===== src/rtl/booth_pkg.sv =====
`default_nettype none
// ============================================================================
// booth_pkg : shared FSM encoding for the sequential Booth multiplier
// Rev 1.0
// ============================================================================
package booth_pkg;

    localparam int ST_W = 2;

    typedef enum logic [ST_W-1:0] {
        ST_IDLE = 2'd0,
        ST_CALC = 2'd1,
        ST_DONE = 2'd2
    } state_e;

endpackage : booth_pkg
`default_nettype wire


===== src/rtl/booth_seq_mult_if.sv =====
`default_nettype none
// ============================================================================
// booth_seq_mult_if : start/done handshake and operand/product bus
// Rev 1.0
// ============================================================================
interface booth_seq_mult_if #(
    parameter int N = 4
);
    logic             start;
    logic [N-1:0]     a;
    logic [N-1:0]     b;
    logic             busy;
    logic             done;
    logic [2*N-1:0]   p;

    modport master (
        output start, a, b,
        input  busy, done, p
    );

    modport slave (
        input  start, a, b,
        output busy, done, p
    );
endinterface : booth_seq_mult_if
`default_nettype wire


===== src/rtl/n_full_adder_one.sv =====
`default_nettype none
// ============================================================================
// n_full_adder_one : N-bit ripple add/subtract cell, S = A + (B ^ k) + k
// Rev 1.0
// ============================================================================
module n_full_adder_one #(
    parameter int N = 4
) (
    input  wire logic [N-1:0] A,
    input  wire logic [N-1:0] B,
    input  wire logic         k,
    output logic      [N-1:0] S
);
    logic [N-1:0] carry;
    logic [N-1:0] b_x;

    assign carry[0] = k;

    generate
        for (genvar i = 0; i < N; i++) begin : g_bit
            assign b_x[i] = B[i] ^ k;
            assign S[i]   = A[i] ^ b_x[i] ^ carry[i];
            // Carry out of the top bit is discarded; the caller sizes A/B so it never matters.
            if (i < N - 1) begin : g_carry
                assign carry[i+1] = (A[i] & b_x[i]) | (carry[i] & (A[i] ^ b_x[i]));
            end
        end
    endgenerate

endmodule : n_full_adder_one
`default_nettype wire


===== src/rtl/booth_seq_mult.sv =====
`default_nettype none
// ============================================================================
// booth_seq_mult : sequential signed radix-2 Booth multiplier, 2N-bit product
// Rev 1.0
// ============================================================================
module booth_seq_mult
    import booth_pkg::*;
#(
    parameter int N = 4
) (
    input  wire logic       clk,
    input  wire logic       rst_n,
    booth_seq_mult_if.slave bus
);
    localparam int CNT_W = $clog2(N + 1);

    state_e           state_q, state_d;
    logic [N-1:0]     m_q, m_d;
    logic [N:0]       acc_q, acc_d;
    logic [N-1:0]     q_q, q_d;
    logic             q1_q, q1_d;
    logic [CNT_W-1:0] cnt_q, cnt_d;
    logic [2*N-1:0]   p_q, p_d;

    logic [N:0]       m_ext;
    logic             sub_sel;
    logic [N:0]       sum;
    logic [N:0]       acc_sel;
    logic [N:0]       acc_sh;
    logic [N-1:0]     q_sh;
    logic             last_iter;

    assign m_ext   = {m_q[N-1], m_q};
    assign sub_sel = q_q[0] & ~q1_q;

    n_full_adder_one #(
        .N (N + 1)
    ) u_add (
        .A (acc_q),
        .B (m_ext),
        .k (sub_sel),
        .S (sum)
    );

    // Pairs 00/11 leave the accumulator untouched.
    assign acc_sel   = (q_q[0] ^ q1_q) ? sum : acc_q;
    assign acc_sh    = {acc_sel[N], acc_sel[N:1]};
    assign q_sh      = {acc_sel[0], q_q[N-1:1]};
    assign last_iter = (cnt_q == CNT_W'(N - 1));

    always_comb begin
        state_d = state_q;
        m_d     = m_q;
        acc_d   = acc_q;
        q_d     = q_q;
        q1_d    = q1_q;
        cnt_d   = cnt_q;
        p_d     = p_q;

        unique case (state_q)
            ST_IDLE, ST_DONE: begin
                if (bus.start) begin
                    state_d = ST_CALC;
                    m_d     = bus.a;
                    acc_d   = '0;
                    q_d     = bus.b;
                    q1_d    = 1'b0;
                    cnt_d   = '0;
                end else begin
                    state_d = ST_IDLE;
                end
            end
            ST_CALC: begin
                acc_d = acc_sh;
                q_d   = q_sh;
                q1_d  = q_q[0];
                cnt_d = cnt_q + CNT_W'(1);
                if (last_iter) begin
                    state_d = ST_DONE;
                    p_d     = {acc_sh[N-1:0], q_sh};
                end
            end
            default: state_d = ST_IDLE;
        endcase
    end

    always_ff @(posedge clk or negedge rst_n) begin
        if (!rst_n) begin
            state_q <= ST_IDLE;
            m_q     <= '0;
            acc_q   <= '0;
            q_q     <= '0;
            q1_q    <= 1'b0;
            cnt_q   <= '0;
            p_q     <= '0;
        end else begin
            state_q <= state_d;
            m_q     <= m_d;
            acc_q   <= acc_d;
            q_q     <= q_d;
            q1_q    <= q1_d;
            cnt_q   <= cnt_d;
            p_q     <= p_d;
        end
    end

    assign bus.busy = (state_q == ST_CALC);
    assign bus.done = (state_q == ST_DONE);
    assign bus.p    = p_q;

endmodule : booth_seq_mult
`default_nettype wire


===== src/flat_wrapper.sv =====
// flat-port wrapper written by rule: the top's interface ports become plain ports
module booth_seq_mult_flat import booth_pkg::*;
#(
    parameter int N = 4
)
  (clk, rst_n, bus_start, bus_a, bus_b, bus_busy, bus_done, bus_p);
  booth_seq_mult_if #(.N(N)) bus_i ();
  input  wire logic clk;
  input  wire logic rst_n;
  input wire logic [$bits(bus_i.start)-1:0] bus_start;
  input wire logic [$bits(bus_i.a)-1:0] bus_a;
  input wire logic [$bits(bus_i.b)-1:0] bus_b;
  output wire logic [$bits(bus_i.busy)-1:0] bus_busy;
  output wire logic [$bits(bus_i.done)-1:0] bus_done;
  output wire logic [$bits(bus_i.p)-1:0] bus_p;
  assign bus_i.start = bus_start;
  assign bus_i.a = bus_a;
  assign bus_i.b = bus_b;
  assign bus_busy = bus_i.busy;
  assign bus_done = bus_i.done;
  assign bus_p = bus_i.p;
  booth_seq_mult #(.N(N)) u_core (.clk(clk), .rst_n(rst_n), .bus(bus_i));
endmodule

===== config.mk =====
export PLATFORM = sky130hd
export DESIGN_NAME = booth_seq_mult_flat
export DESIGN_NICKNAME = d
export VERILOG_FILES = /design/src/rtl/booth_pkg.sv /design/src/rtl/booth_seq_mult_if.sv /design/src/rtl/n_full_adder_one.sv /design/src/rtl/booth_seq_mult.sv /design/src/flat_wrapper.sv
export SDC_FILE = /design/constraint.sdc
export NUM_CORES = 1
export LEC_CHECK = 0
export ABC_AREA = 1
export BUFFER_PORTS_ARGS = -buffer_cell sky130_fd_sc_hd__buf_2
export CAP_MARGIN = 20
export CORE_UTILIZATION = 57
export CTS_BUF_LIST = sky130_fd_sc_hd__clkbuf_4
export CTS_CLUSTER_SIZE = 14
export DETAILED_ROUTE_END_ITERATION = 6
export MAX_ROUTING_LAYER = met4
export PLACE_DENSITY_LB_ADDON = 0.08
export SYNTH_ARGS = -nofsm -noshare
export SYNTH_HDL_FRONTEND = slang
export SYNTH_SLANG_ARGS = --single-unit

===== constraint.sdc =====
create_clock -name clk -period 2.81 [get_ports clk]
set_input_delay 0.1405 -clock clk [delete_from_list [all_inputs] [get_ports clk]]
set_output_delay 0.1405 -clock clk [all_outputs]
set_load 0.005 [all_outputs]

==> flow_summary.yaml <==
status:
  status: "completed"
final_layout:
  drive_gt1_share_pct: 19.5
  fin_nets: 184
  post-route-cell-area_sq_mm: 0.00142
  antenna_cells: 0
  syn_to_final_growth_pct: 10.9
  n_fill_cell: 181
clocking:
  cts_num_sinks: 26
  cts-root-buf: "clkbuf_4"
  cts_tree: "built"
  clock_path_buffers: 2
  clock_latency_ns: 0.32
  cts-htree-levels: 1
  path_clk_slew_ns: 0.13
  numCtsBuffers: 3
  cts_resized: 0
sta:
  relSlewSlack_pct: 62.4
  maxSlewViolCount: 0
  setup_viol: 0
  period_minus_slack_ns: 2.55
  rsz0062_at_grt: "false"
  tns_ns: 0
  tightest_slew_ns: 0.565
  fin_skew_ns: 0.00803
  final_hold_viol_count: 0
  fin_crit_sh_pct: 90.7
  clock.fmax_mhz: 393
min_path:
  worstHoldStart: "bus_a[1]"
  hp-class: "input port to register"
worst_setup_path:
  crit_path_frequent_cell: "fa_1"
  setup.worst_path.class: "register to register"
  end_kind: "register"
  cp_slowest_cell: "fa_1"
  cp_num_buf_inv: 0
  cp_max_fo: 4
  startpoint: "u_core.q_q[0]$_DFFE_PN0P_"
  crit_chain: "ha_1 -> xnor2_1 -> fa_1 -> fa_1 -> fa_1 -> o21ai_0 -> nand2_1 -> o21ai_1"
  timing.rr.start: "u_core.q_q[0]$_DFFE_PN0P_"
  cp-start-kind: "register"
  worstPathArrival_ns: 2.79
  cp_data_required_time_ns: 3.05
  worst_path_dominant_cell_family: "adder cells"
  cp_slowest_stage_delay_ns: 0.43
yosys:
  synth.largest_area_cell: "dfrtp_1"
  synthesis.nets: 161
  ys_seq_area_share_pct: 50.9
  synth.avg_cell_area_sq_um: 8.93
  synth.distinct_cells: 19
  syn-instance-count: 143
  ys_ff_latch: 26
  synth_area_sq_mm: 0.00128
  ys_warn_count: 0
  synth_top_area_share_pct: 50.9
  synthTopCellsByArea: "dfrtp_1, nand2_1, fa_1"
drt:
  num_vias: 972
  drt-wirelength-per-cell_microns: 11.8
  drc_errors: 0
  firstDrtPassIters: 4
  ant_nets: 0
  vias_per_cell: 5.09
  wl_microns: 2250
  drt_iter0_markers: 28
floorplanning:
  core_area_sq_mm: 0.00204
  dieArea_sq_mm: 0.00243
  die_width_microns: 49.3
  pin_count: 21
  die_h_microns: 49.3
  rows: 16
  initial_utilization_pct: 62.6
place:
  place_area_sq_mm: 0.00138
  gp_congestion: 0.801
  dp_hpwl_microns: 1660
  port_buffers: 20
power_and_ir_drop:
  ir_drop_mv: 0.656
  power.density_mw_per_mm2: 1220
  p_leak_nw: 0.769
global_route:
  grt_usage_pct: 23.4
  grt_pass1_vias: 918
  overflow: 0
  grt_pass1_wl_microns: 4090
  antenna_found_initial: 0
  grt_max_degree: 27
run:
  max_cap_violations: 0
layout by cell type (no fill, tap or decap), drive strengths merged:
cell,netlist,routed
nand2,59,59
dfrtp,26,26
buf,3,20
inv,17,17
o21ai,17,17
nand3,6,6
fa,4,4
xnor2,3,3
ha,3,3
clkbuf,0,3
nor2,2,2
o22ai,2,2
a21oi,1,1
dlygate4sd3,0,1
report_power, final:
group          internal, mW  leakage (nW)  total [mW]  switching, mW
Sequential            0.551         0.325       0.657          0.106
Clock                0.0502        0.0138       0.154          0.104
Combinational         0.345         0.430       0.922          0.577
Total                 0.946         0.769        1.73          0.786
path summary, 6_finish.rpt:
check,slack (ns),to,cells after the start
max,0.26,u_core.acc_q[2]$_DFFE_PN0P_,8
min,0.05,u_core.m_q[1]$_DFFE_PN0P_,3
max reg2reg,0.26,u_core.acc_q[2]$_DFFE_PN0P_,8
min reg2reg,0.49,u_core.cnt_q[0]$_DFFE_PN0P_,1
max in group asynchronous,2.11,u_core.m_q[1]$_DFFE_PN0P_,2
min in group asynchronous,0.33,u_core.bus.p[3]$_DFFE_PN0P_,2
synth_stat cells:
library cell	instances
o22ai_1	2
a21oi_1	1
nor2_1	2
o21ai_2	4
inv_2	1
o21ai_1	4
nand2_2	2
fa_1	4
nand2_1	56
o21ai_0	9
buf_2	1
inv_4	1
dfrtp_1	26
xnor2_1	3
buf_6	2
nand2_4	1
nand3_1	6
inv_1	15
ha_1	3
worst min-delay path, cell delays in order:
cell and delay, ns:
buf_2 0.07, nand3_1 0.06, nand2_1 0.06
flip-flops by register name, summed over array words and instances (netlist names):
signal and flops:
u_core.m_q 4, u_core.bus.p 8, u_core.q_q 4, u_core.cnt_q 3
u_core.acc_q 4, u_core.q1_q 1, u_core.state_q 2
area by class of cell:
type	instances	area, sq um	share of cell area, %
multi-input combinational	97	533	37.6
sequential	26	651	45.9
timing repair buffer	21	110	7.77
clock buffer	3	22.5	1.59
tap	27	33.8	2.39
inverter	17	66.3	4.68
metrics by stage:
step | setup WS (ns) | utilization (%) | total power, mW | cells | hold slack (ns)
2_1_floorplan | 0.413 | - | 1.37 | 143 | -0.155
3_3_place_gp | 0.357 | 67.8 | 1.54 | 187 | 0.159
3_5_place_dp | 0.271 | 67.8 | 1.58 | 187 | 0.165
4_1_cts | 0.261 | 69.4 | 1.75 | 191 | 0.0400
5_1_grt | 0.0855 | 69.4 | 1.93 | 191 | 0.0418
6_report | 0.263 | 69.4 | 1.73 | 191 | 0.0477
logic make-up after synthesis:
| family | Yosys count | synth area share (%) |
|---|---|---|
| AOI/OAI and AO/OA | 20 | 9.21 |
| adders and majority gates | 7 | 9.21 |
| xor gates and xnor gates | 3 | 2.06 |
| DFF | 26 | 50.9 |
| and+or+nand+nor | 67 | 21.3 |
| buffers and inverters | 20 | 7.34 |
timing repair:
action	4_1_cts	5_1_grt
endpoints found under the hold margin	26	0
hold buffers	1	0
buffers inserted	0	0
per-layer routing:
metal	global-route usage [%]	vias to the layer above	share of wire, %
met5	-	-	0
met4	8.82	0	0.67
met3	2.80	2	3.9
met2	36.3	28	48
met1	31.4	457	48
li1	-	485	-
Power figures use the tool's default switching activity.
